`src/rtl/timer_pkg.sv`:
```
// Shared register map and CTRL field positions for the multi-channel timer.
package timer_pkg;

  localparam logic [7:0] RegCtrl     = 8'h00;
  localparam logic [7:0] RegCompare  = 8'h04;
  localparam logic [7:0] RegCount    = 8'h08;
  localparam logic [7:0] RegPrescale = 8'h0C;
  localparam logic [7:0] RegStatus   = 8'h00;

  localparam logic [3:0] GlobalCh = 4'hF;

  localparam int unsigned CtrlW       = 3;
  localparam int unsigned CtrlEn      = 0;
  localparam int unsigned CtrlOneshot = 1;
  localparam int unsigned CtrlIe      = 2;

endpackage

```
`src/rtl/timer_channel.sv`:
```
// One timer channel: CTRL/COMPARE/PRESCALE registers, prescaler and counter.
module timer_channel
  import timer_pkg::*;
#(
  parameter int unsigned CNT_W   = 32,
  parameter int unsigned PRESC_W = 8
) (
  input  logic               clk,
  input  logic               reset,
  input  logic               wr_ctrl,
  input  logic               wr_compare,
  input  logic               wr_prescale,
  input  logic [CtrlW-1:0]   ctrl_wdata,
  input  logic [CNT_W-1:0]   compare_wdata,
  input  logic [PRESC_W-1:0] prescale_wdata,
  output logic [CtrlW-1:0]   ctrl,
  output logic [CNT_W-1:0]   compare,
  output logic [CNT_W-1:0]   count,
  output logic [PRESC_W-1:0] prescale,
  output logic               match
);

  logic [CtrlW-1:0]   ctrl_q, ctrl_d;
  logic [CNT_W-1:0]   compare_q, compare_d;
  logic [CNT_W-1:0]   count_q, count_d;
  logic [PRESC_W-1:0] prescale_q, prescale_d;
  logic [PRESC_W-1:0] pcnt_q, pcnt_d;
  logic               tick;

  always_comb begin
    ctrl_d     = ctrl_q;
    compare_d  = compare_q;
    count_d    = count_q;
    prescale_d = prescale_q;
    pcnt_d     = pcnt_q;
    tick       = ctrl_q[CtrlEn] && (pcnt_q == prescale_q);
    match      = tick && (count_q == compare_q);

    if (ctrl_q[CtrlEn]) begin
      if (tick) begin
        pcnt_d  = '0;
        count_d = match ? '0 : count_q + CNT_W'(1);
      end else begin
        pcnt_d = pcnt_q + PRESC_W'(1);
      end
    end
    if (match && ctrl_q[CtrlOneshot]) ctrl_d[CtrlEn] = 1'b0;

    // A software CTRL write overrides a coincident one-shot disable.
    if (wr_ctrl) begin
      ctrl_d = ctrl_wdata;
      if (!ctrl_q[CtrlEn] && ctrl_wdata[CtrlEn]) begin
        pcnt_d  = '0;
        count_d = '0;
      end
    end
    if (wr_compare)  compare_d  = compare_wdata;
    if (wr_prescale) prescale_d = prescale_wdata;
  end

  always_ff @(posedge clk) begin
    if (!reset) begin
      ctrl_q     <= '0;
      compare_q  <= '1;
      count_q    <= '0;
      prescale_q <= '0;
      pcnt_q     <= '0;
    end else begin
      ctrl_q     <= ctrl_d;
      compare_q  <= compare_d;
      count_q    <= count_d;
      prescale_q <= prescale_d;
      pcnt_q     <= pcnt_d;
    end
  end

  assign ctrl     = ctrl_q;
  assign compare  = compare_q;
  assign count    = count_q;
  assign prescale = prescale_q;

endmodule

```
`src/rtl/multi_timer.sv`:
```
// Multi-channel timer: bus decode, shared W1C status, read mux and interrupt.
module multi_timer
  import timer_pkg::*;
#(
  parameter int unsigned NUM_CH  = 4,
  parameter int unsigned CNT_W   = 32,
  parameter int unsigned PRESC_W = 8
) (
  input  logic        clk,
  input  logic        reset,
  input  logic        CS_N,
  input  logic        RD_N,
  input  logic        WR_N,
  input  logic [11:0] Addr,
  input  logic [31:0] DataIn,
  output logic [31:0] DataOut,
  output logic        Intr
);

  logic [3:0] chan;
  logic [7:0] regsel;
  logic       wr, rd, wr_status;

  logic [CtrlW-1:0]   ctrl     [NUM_CH];
  logic [CNT_W-1:0]   compare  [NUM_CH];
  logic [CNT_W-1:0]   count    [NUM_CH];
  logic [PRESC_W-1:0] prescale [NUM_CH];
  logic [NUM_CH-1:0]  match, ie;
  logic [NUM_CH-1:0]  pending_q, pending_d;

  // Data bits above every field width are intentionally dropped.
  logic unused_data;
  assign unused_data = ^DataIn;

  assign chan      = Addr[11:8];
  assign regsel    = Addr[7:0];
  assign wr        = !CS_N && !WR_N;
  assign rd        = !CS_N && !RD_N;
  assign wr_status = wr && (chan == GlobalCh) && (regsel == RegStatus);

  for (genvar c = 0; c < NUM_CH; c++) begin : g_ch
    logic sel;
    assign sel   = wr && (chan == 4'(c));
    assign ie[c] = ctrl[c][CtrlIe];

    timer_channel #(
      .CNT_W   (CNT_W),
      .PRESC_W (PRESC_W)
    ) u_channel (
      .clk            (clk),
      .reset          (reset),
      .wr_ctrl        (sel && (regsel == RegCtrl)),
      .wr_compare     (sel && (regsel == RegCompare)),
      .wr_prescale    (sel && (regsel == RegPrescale)),
      .ctrl_wdata     (DataIn[CtrlW-1:0]),
      .compare_wdata  (DataIn[CNT_W-1:0]),
      .prescale_wdata (DataIn[PRESC_W-1:0]),
      .ctrl           (ctrl[c]),
      .compare        (compare[c]),
      .count          (count[c]),
      .prescale       (prescale[c]),
      .match          (match[c])
    );
  end

  // Hardware set takes priority over a same-cycle software clear.
  always_comb begin
    pending_d = pending_q;
    if (wr_status) pending_d = pending_d & ~DataIn[NUM_CH-1:0];
    pending_d = pending_d | match;
  end

  always_ff @(posedge clk) begin
    if (!reset) pending_q <= '0;
    else        pending_q <= pending_d;
  end

  assign Intr = !reset ? 1'b1 : ~|(pending_q & ie);

  always_comb begin
    DataOut = '0;
    if (rd && reset) begin
      if (chan == GlobalCh && regsel == RegStatus) DataOut = 32'(pending_q);
      for (int c = 0; c < NUM_CH; c++) begin
        if (chan == 4'(c)) begin
          case (regsel)
            RegCtrl:     DataOut = 32'(ctrl[c]);
            RegCompare:  DataOut = 32'(compare[c]);
            RegCount:    DataOut = 32'(count[c]);
            RegPrescale: DataOut = 32'(prescale[c]);
            default:     DataOut = '0;
          endcase
        end
      end
    end
  end

endmodule
```
`config.mk`:
```
export PLATFORM = sky130hd
export DESIGN_NAME = multi_timer
export DESIGN_NICKNAME = d
export VERILOG_FILES = /design/src/rtl/timer_pkg.sv /design/src/rtl/timer_channel.sv /design/src/rtl/multi_timer.sv
export SDC_FILE = /design/constraint.sdc
export NUM_CORES = 1
export LEC_CHECK = 0
export CAP_MARGIN = 0
export CORE_MARGIN = 2
export CORE_UTILIZATION = 35
export DETAILED_ROUTE_END_ITERATION = 10
export PLACE_DENSITY = 0.62
export SYNTH_ARGS = -nofsm -noshare
export SYNTH_HDL_FRONTEND = slang
export SYNTH_SLANG_ARGS = --single-unit
export TNS_END_PERCENT = 1
```
`constraint.sdc`:
```
create_clock -name clk -period 2.9 [get_ports clk]
set_input_delay 0.29 -clock clk [delete_from_list [all_inputs] [get_ports clk]]
set_output_delay 0.29 -clock clk [all_outputs]
set_load 0.01 [all_outputs]
```
-- Yosys cells after proc, flatten, opt, wreduce, memory -nomap -nowiden
Cells that the tools add are included.
- output and inout bits: 33
- register bits: 336
- input bits: 49
- logic and storage cells: 161
- reduce and logical (&&, ||, !) cells: 53
- add/sub/neg operators: 8
- multiplexer cells: 56
- equal/unequal tests: 15
- bitwise gates (word level): 4
- operators by type and width (operator ; number):
    $mux W32 ; 25
    $pmux W32 S4 ; 4
    $add A32 B1 Y32 const B ; 4
    $eq A32 B32 Y1 ; 4
    $mux W8 ; 16
    $logic_and A1 B1 Y1 ; 38
    $add A8 B1 Y8 const B ; 4
    $eq A8 B8 Y1 ; 4
    $eq A8 B4 Y1 const B ; 2
    $mux W1 ; 9
    $and A4 B4 Y4 ; 2
    $eq A4 B2 Y1 const B ; 2
    $eq A8 B3 Y1 const B ; 1
    $logic_not A1 Y1 ; 8
    $logic_not A8 Y1 ; 1
    $mux W4 ; 2
    $reduce_bool A2 Y1 ; 4
    $eq A4 B1 Y1 const B ; 1
    $eq A4 B4 Y1 const B ; 1
    $logic_not A4 Y1 ; 1
    $not A4 Y4 ; 1
    $or A4 B4 Y4 ; 1
    $reduce_or A4 Y1 ; 1

-- Depth between registers and ports, before layout
Gate-level depths: netlist (run 1).
- depth after elaboration: 8
- depth in mapped cells: 10
- gate-level depth less buffers: 7

-- Hierarchy
A second synthesis (run 1) with hierarchy kept.
- cells, all modules: 2058
- area total of the unflattened synthesis: 18650.4 um^2
- modules (own cells, without submodules) (module ; times used ; area an instance (um^2) ; cells each ; seq. area each (um^2)):
    timer_channel ; 4 ; 3911.3 ; 419 ; 1661.6
    multi_timer ; 1 ; 3005.4 ; 382 ; 80.1

-- Least setup slack after synthesis (run 1)
Ideal clock, no wire load.
- path type: input-to-output
- start: in Addr[1]
- end: out DataOut[31]
- slack: 454 ps
- path buffers: 2
- arrival: 2156 ps
- required time: 2610 ps
- stages: 8
- path through: or4_1 -> buf_2 -> or2_2 -> buf_2 -> nor3_1 -> a21oi_1 -> o221a_2 -> nor3_1
- word-level cells in the longest chain between the ends: 7
- ends and longest elaborated chain (item ; RTL line ; text):
    start: declaration ; multi_timer.sv:14 ; input logic [11:0] Addr,
    $eq A8 B4 Y1, or another cell as far along ; multi_timer.sv:86 ; case (regsel)
    $pmux W32 S4 ; multi_timer.sv:86 ;
    $mux W32 (3 in series) ; multi_timer.sv:85 ; if (chan == 4'(c)) begin
    $mux W32 (*) ; multi_timer.sv:85 ;
    $mux W32 (*) ; multi_timer.sv:82 ; if (rd && reset) begin
    end: declaration ; multi_timer.sv:16 ; output logic [31:0] DataOut,
Mark *: on every way between the ends. The rest lies on a longest branch, timed or not.

-- Worst setup path in the final report (run 1)
- start: reg g_ch[1].u_channel.count_q[0]
- end: out DataOut[0]
- word-level cells in the longest chain between the ends: 5
- ends and longest elaborated chain (item ; RTL line ; text):
    start: declaration ; timer_channel.sv:25 ; logic [CNT_W-1:0] count_q, count_d;
    start signal: assignment ; timer_channel.sv:71 ; count_q <= count_d;
    $pmux W32 S4 ; multi_timer.sv:86 ;
    $mux W32 (3 in series) ; multi_timer.sv:85 ;
    $mux W32 ; multi_timer.sv:82 ;
No other way between the ends.

==> results of run 1 <==
-- routing by layer --
metal  vias to the layer above  wire length, µm  global-route usage  share of wire
met1                      8593            30700               0.362           0.44
met5                         -                0                   0              0
met2                       896            30100               0.376           0.43
met4                         0             3260               0.119          0.046
met3                       175             6400              0.0429          0.091
li1                       8148                -                   -              -
-- worst max-delay path, delay by kind of cell (launching register included) --
| family | cells | cell delay, ps |
|---|---|---|
| buffers and inverters | 2 | 290 |
| AOI/OAI and AO/OA | 3 | 640 |
| and+or+nand+nor | 1 | 90 |
| DFF | 1 | 370 |
| muxes | 1 | 530 |
-- flip-flops by register name (all words and copies together) (netlist names) --
name / flops
pending_q: 4
g_ch.u_channel.prescale: 32
g_ch.u_channel.pcnt_q: 32
g_ch.u_channel.count: 128
g_ch.u_channel.compare: 128
g_ch.u_channel.ctrl: 12
-- cells by family after synthesis --
family	after synthesis
fa+ha+maj	8
compound gates	341
flops	336
buf+inv	189
mux	48
simple gates	1072
xor+xnor	298
-- power breakdown --
| part | leakage (µW) | switching [µW] | total [µW] | internal [µW] |
|---|---|---|---|---|
| combinational | 0.00485 | 350 | 545 | 194 |
| clock | 0.000666 | 2130 | 5210 | 3090 |
| sequential | 0.00271 | 0.280 | 4620 | 4610 |
-- worst max path at each step --
stage	end	slack (ps)	startpoint
5_1_grt	DataOut[0]	30	Addr[7]
4_1_cts	DataOut[19]	-220	Addr[1]
3_3_place_gp	DataOut[2]	-660	Addr[1]
2_1_floorplan	DataOut[31]	450	Addr[1]
6_report	DataOut[0]	120	g_ch[1].u_channel.count[0]
3_5_place_dp	DataOut[2]	-620	Addr[1]
-- cell type report --
| class | count | area (µm²) | share of cell area |
|---|---|---|---|
| well taps | 680 | 851 | 0.0384 |
| flip-flops and latches | 336 | 6730 | 0.304 |
| repair buffers | 239 | 2360 | 0.106 |
| inverters | 19 | 71.3 | 0.00322 |
| multi-input cells | 1767 | 10800 | 0.488 |
| clock buffers | 56 | 1170 | 0.0529 |
| clock inverters | 13 | 165 | 0.00746 |
-- cells in the final DEF (no fill, tap or decap), drive strengths merged, types with 20 or more instances in the layout --
| master | synthesis | layout |
|---|---|---|
| a22oi | 85 | 85 |
| nand2 | 369 | 369 |
| nand3 | 194 | 194 |
| xor2 | 109 | 109 |
| inv | 19 | 22 |
| clkbuf | 128 | 63 |
| and3 | 28 | 28 |
| mux2 | 20 | 20 |
| o21ai | 87 | 87 |
| clkdlybuf4s50 | 0 | 41 |
| nand4 | 75 | 75 |
| o21a | 24 | 24 |
| dfxtp | 336 | 336 |
| nor4 | 38 | 38 |
| a21boi | 38 | 38 |
| xnor2 | 189 | 189 |
| nor3 | 41 | 41 |
| nor2 | 249 | 249 |
| a221oi | 27 | 27 |
| a21oi | 49 | 49 |
| buf | 42 | 179 |
-- through the flow --
stage | hold slack (ps) | utilization | TNS (ps)
floorplan | 414 | - | 0
global placement | 483 | 0.400 | -16640
detailed placement | 488 | 0.400 | -15870
CTS | 356 | 0.429 | -3010
global route | 396 | 0.432 | 0
finish | 368 | 0.432 | 0
-- repair_timing --
action,in CTS,in global routing
gates resized for setup,108,58
setup endpoints to repair,32,29
buffers inserted,4,10
gates cloned,2,6
pin swaps,11,41
==> out/metrics.cfg, run 1 <==
[timing]
rsz0062_at_grt = false
tightest_slew_ps = 978
period_minus_slack_ps = 2780
setup_slack_ps = 119
fin_skew_ps = 34.1
fmax_ghz = 0.360
slew_violations = 0
finalCritPeriodShare = 0.959
setup_violations = 0
finalHoldViolCount = 0
slew_headroom = 0.348

[critical_path]
slowest_delay_ps = 530
end_kind = output pin
r2r-end = g_ch[2].u_channel.count[21]
crit_arrival_ps = 2490
rr_worst_depth = 9
cp.required_ps = 2610
reg2reg_from = g_ch[2].u_channel.count[0]
path_cells = mux4_2, a21o_1, a32o_1, a222oi_1, nor3b_1, buf_4, buf_4
cp_slowest_cell = mux4_2
reg2reg_slack_ps = 390
crit_fanout = 5
cp_common_cell = buf_4
startpoint_type = flip-flop
critPathKind = flip-flop to output pin

[final_layout]
drive_gt1_frac = 0.139
final_area_um2 = 22100
areaGrowthSynthToFinish_pct = 21.8
num-nets-final = 2459
final_cells = 3110
num_antenna_cells = 0
nFillCells = 5136

[clock_tree]
clk-insertion-delay-late_ps = 590
clockRootBuffer = clkbuf_16
path_clk_slew_ps = 70
cts.htree.levels = 2
cts.sinks = 336
hold_buffers = 0
ctsLongestPathBuffers = 3
tritoncts = built
cts-buffers-inserted = 39

[logic_synthesis]
yosys_warnings = 0
synth_top_area_share = 0.370
synth_xor_xnor_area_share = 0.144
syn_nets = 2349
synth-edff-count = 0
netlist_area_um2 = 18200
synth_compound_area_frac = 0.127
synthAdderAreaFrac = 0.00551
synth_top_family_by_area = simple AND/OR/NAND/NOR gates
yosysSeqAreaShare = 0.370
muxShareOfSynthArea = 0.0361
synth-seq-cells = 336
synth_cells = 2292
syn_area_per_cell_um2 = 7.93
synth_most_common_cell = nand2_1
synth-simple-area-share = 0.276
ys_async_sr_fraction = 0
yosys_most_used_dff = dfxtp_1
synth_cell_types = 69
synthTopCellsByArea = dfxtp_1, xnor2_1, nand2_1
synth_top_area_cell = dfxtp_1
ys_top_cells_by_count = nand2_1, dfxtp_1, nor2_1

[global_routing]
grt_start_max_net_pins = 183
gr-total-overflow = 0
grt_pass1_vias = 16600
grt_usage = 0.256
antenna_found_initial = 0
grt_pass1_wl_um = 105000

[floorplan]
die_w_um = 232
io-pin-count = 82
fp.dieH_um = 232
dieArea_um2 = 53800
core_area_um2 = 51300
start_util = 0.354
rows = 83

[run]
drv_cap = 0

[status]
outcome = complete, no violations

[drt]
first_pass_iters = 6
antenna_left = 0
vias = 17800
viasPerCell = 5.73
wl_um = 70400
drt_iter0_drc = 2331
detail_route.wl_per_cell_um = 22.7
drc = 0

[place]
pre_cts_slack_ps = -624
gp_congestion = 0.984
dp_cells = 3024
place_hpwl_um = 51200
dpl-instance-area_um2 = 20500
io_buffers = 81

[worst_hold_path]
hold_end = g_ch[3].u_channel.compare[5]
hold_start = reset
holdPathStages = 3
min_path_type = primary input to flip-flop

[power]
cellLeakagePower_uw = 0.00823
ir_drop_mv = 0.364
power_uw = 10400
power_density_nw_per_um2 = 468

Power figures use the tool's default switching activity.
==> run 2, diff against run 1 <==
Settings changed: CAP_MARGIN 0 to 20.
==> results of run 2 <==
No change in the layout: final DEF, timing and power equal those of run 1.
==> run 3, diff against run 2 <==
Settings changed: SYNTH_HIERARCHICAL set to 1.
==> run 3 against run 2 <==
Via count down 4.2%. Synthesized cell count down 10%. First-iteration DRC count decreased by 39%. Power rose by 2.1%. Wire length is 12% lower. Utilization is 0.069 points lower. Largest cell class unchanged. Hold slack worse by 47 ps. The flow now finishes with violations (negative setup slack). Die area up 2.5%.
==> out/metrics.cfg, run 3 <==
[status]
violations = negative setup slack
outcome = finished with violations

[critical_path]
rr_worst_depth = 5
path_cells = clkdlybuf4s15_2, nor4_4, and4b_4, buf_6, buf_6, buf_16, nand3_1, a32o_2, a2111oi_4, buf_4, buf_2
cp_common_cell = buf_6
reg2reg_from = g_ch[2].u_channel/count[9]
cp_slowest_cell = nor4_4
crit_arrival_ps = 2620
cp.required_ps = 2610
end_kind = output pin
reg2reg_slack_ps = 320
slowest_delay_ps = 390
crit_fanout = 9
r2r-end = g_ch[2].u_channel/count[31]
critPathKind = primary input to output pin
startpoint_type = primary input

[global_routing]
grt_usage = 0.215
grt_pass1_wl_um = 95300
gr-total-overflow = 0
grt_start_max_net_pins = 190
grt_pass1_vias = 16000
antenna_found_initial = 1

[worst_hold_path]
hold_end = g_ch[3].u_channel/compare[0]
holdPathStages = 3
hold_start = reset
min_path_type = primary input to flip-flop

[final_layout]
multiInputGateArea_um2 = 11600
final_cells = 2872
num-nets-final = 2215
layout_commonest_cell = dfxtp_1
nFillCells = 5059
final_util = 0.431
final_area_um2 = 22700
areaGrowthSynthToFinish_pct = 21.7
final_cell_mix = dfxtp_1, nand2_1, mux2i_1, xor2_1, nand3_1
seq_area_um2 = 6730
drive_gt1_frac = 0.153

[logic_synthesis]
yosys_most_used_dff = dfxtp_1
netlist_area_um2 = 18700
syn_area_per_cell_um2 = 9.06
synth_cells = 2058
ys_async_sr_fraction = 0
syn_nets = 2115
synth-seq-cells = 336
synth_cell_types = 58
synth_top_area_share = 0.361
synth_most_common_cell = dfxtp_1
yosysSeqAreaShare = 0.361
synthTopCellsByArea = dfxtp_1, mux2i_1, xor2_1
synth-edff-count = 0
synth_top_area_cell = dfxtp_1
yosys_warnings = 6
ys_top_cells_by_count = dfxtp_1, nand2_1, mux2i_1

[place]
gp_congestion = 0.894
place_hpwl_um = 44500
io_buffers = 81
dpl-instance-area_um2 = 20800
pre_cts_slack_ps = -650
dp_cells = 2792

[power]
ir_drop_mv = 0.416
power_density_nw_per_um2 = 466
cellLeakagePower_uw = 0.00677

[floorplan]
core_area_um2 = 52700
io-pin-count = 82
dieArea_um2 = 55100
die_w_um = 235
start_util = 0.354
rows = 84
fp.dieH_um = 235

[clock_tree]
hold_buffers = 0
cts.htree.levels = 2
clockRootBuffer = clkbuf_16
tritoncts = built
ctsLongestPathBuffers = 3
cts-buffers-inserted = 38
path_clk_slew_ps = 50
clk-insertion-delay-late_ps = 550
cts.sinks = 336

[timing]
finalHoldViolCount = 0
fin_skew_ps = 11.7
rsz0062_at_grt = true
fmax_ghz = 0.343
finalCritPeriodShare = 1.00
setup_violations = 1
setup_slack_ps = -12.4
slew_headroom = 0.451
slew_violations = 0
period_minus_slack_ps = 2910
tightest_slew_ps = 823

[drt]
drc = 0
viasPerCell = 5.94
drt_iter0_drc = 1422
wl_um = 62300
antenna_left = 0
detail_route.wl_per_cell_um = 21.7
vias = 17100
first_pass_iters = 5

[run]
drv_cap = 0

## run 3: changes by cell type in the layout (fill, tap and decap cells not counted), sizes merged, moves of 44 or more
cell	change
nor2	-199
mux2i	+153
nand2	-162
a211oi	+92
or4	+44
nand3	-90
a22oi	-56
or3	+48
xnor2	-121
## run 3: final cells by class
class,count,share of cell area
Clock inverter,9,0.00667
Tap cell,688,0.0379
Timing Repair Buffer,206,0.0907
Inverter,36,0.00595
Multi-Input combinational cell,1540,0.511
Sequential cell,336,0.296
Antenna cell,1,0.000110
Clock buffer,56,0.0512
## run 3: how the worst max path moves through the flow
| stage | endpoint | slack [ps] | start | cells after the start |
|---|---|---|---|---|
| floorplan | g_ch[1].u_channel/compare[10] | 310 | Addr[1] | 10 |
| finish | DataOut[8] | -10 | Addr[4] | 11 |
| global route | DataOut[3] | -80 | Addr[5] | 11 |
| detailed placement | DataOut[13] | -650 | Addr[1] | 9 |
| global placement | DataOut[14] | -620 | Addr[1] | 9 |
| CTS | DataOut[9] | -20 | Addr[7] | 11 |
## run 3: cells by family (layout without fill, tap and decap cells)
kind of cell,Yosys count,after routing,synth area share
xor gates and xnor gates,216,216,0.101
other,0,1,0
and+or+nand+nor,733,733,0.214
DFF,336,336,0.361
muxes,201,201,0.117
AOI/OAI and AO/OA,382,382,0.160
adders and majority gates,8,8,0.00537
buffers and inverters,182,307,0.0422
## run 3: metrics by stage
stage | power (µW) | setup TNS [ps] | hold slack (ps)
2_1_floorplan | 5200 | 0 | 408
3_3_place_gp | 5560 | -17290 | 495
3_5_place_dp | 5580 | -20900 | 508
4_1_cts | 10700 | -31.3 | 316
5_1_grt | 10900 | -300 | 351
6_report | 10600 | -12.4 | 320
## run 3: worst max-delay path, delay by kind of cell
family | cells | cell delay, ps
buf+inv | 6 | 830
compound gates | 2 | 670
simple gates | 3 | 830
## run 3: timing repair
item,CTS,global route
endpoints found under the hold margin,0,0
cloned,4,0
resized for setup,150,28
buffers inserted,9,1
pin swaps,25,3
endpoints found under the setup margin,32,23
## run 3: power breakdown
group | total (µW) | internal (µW) | switching, µW
logic | 805 | 281 | 524
clock network | 5070 | 3120 | 1950
registers | 4710 | 4650 | 53.3
## run 3: per-layer routing
metal	GRT usage	vias to the layer above	share of wire
li1	-	7958	-
met1	0.285	8314	0.44
met2	0.350	655	0.46
met3	0.0273	132	0.056
met4	0.0953	0	0.045
met5	0	-	0
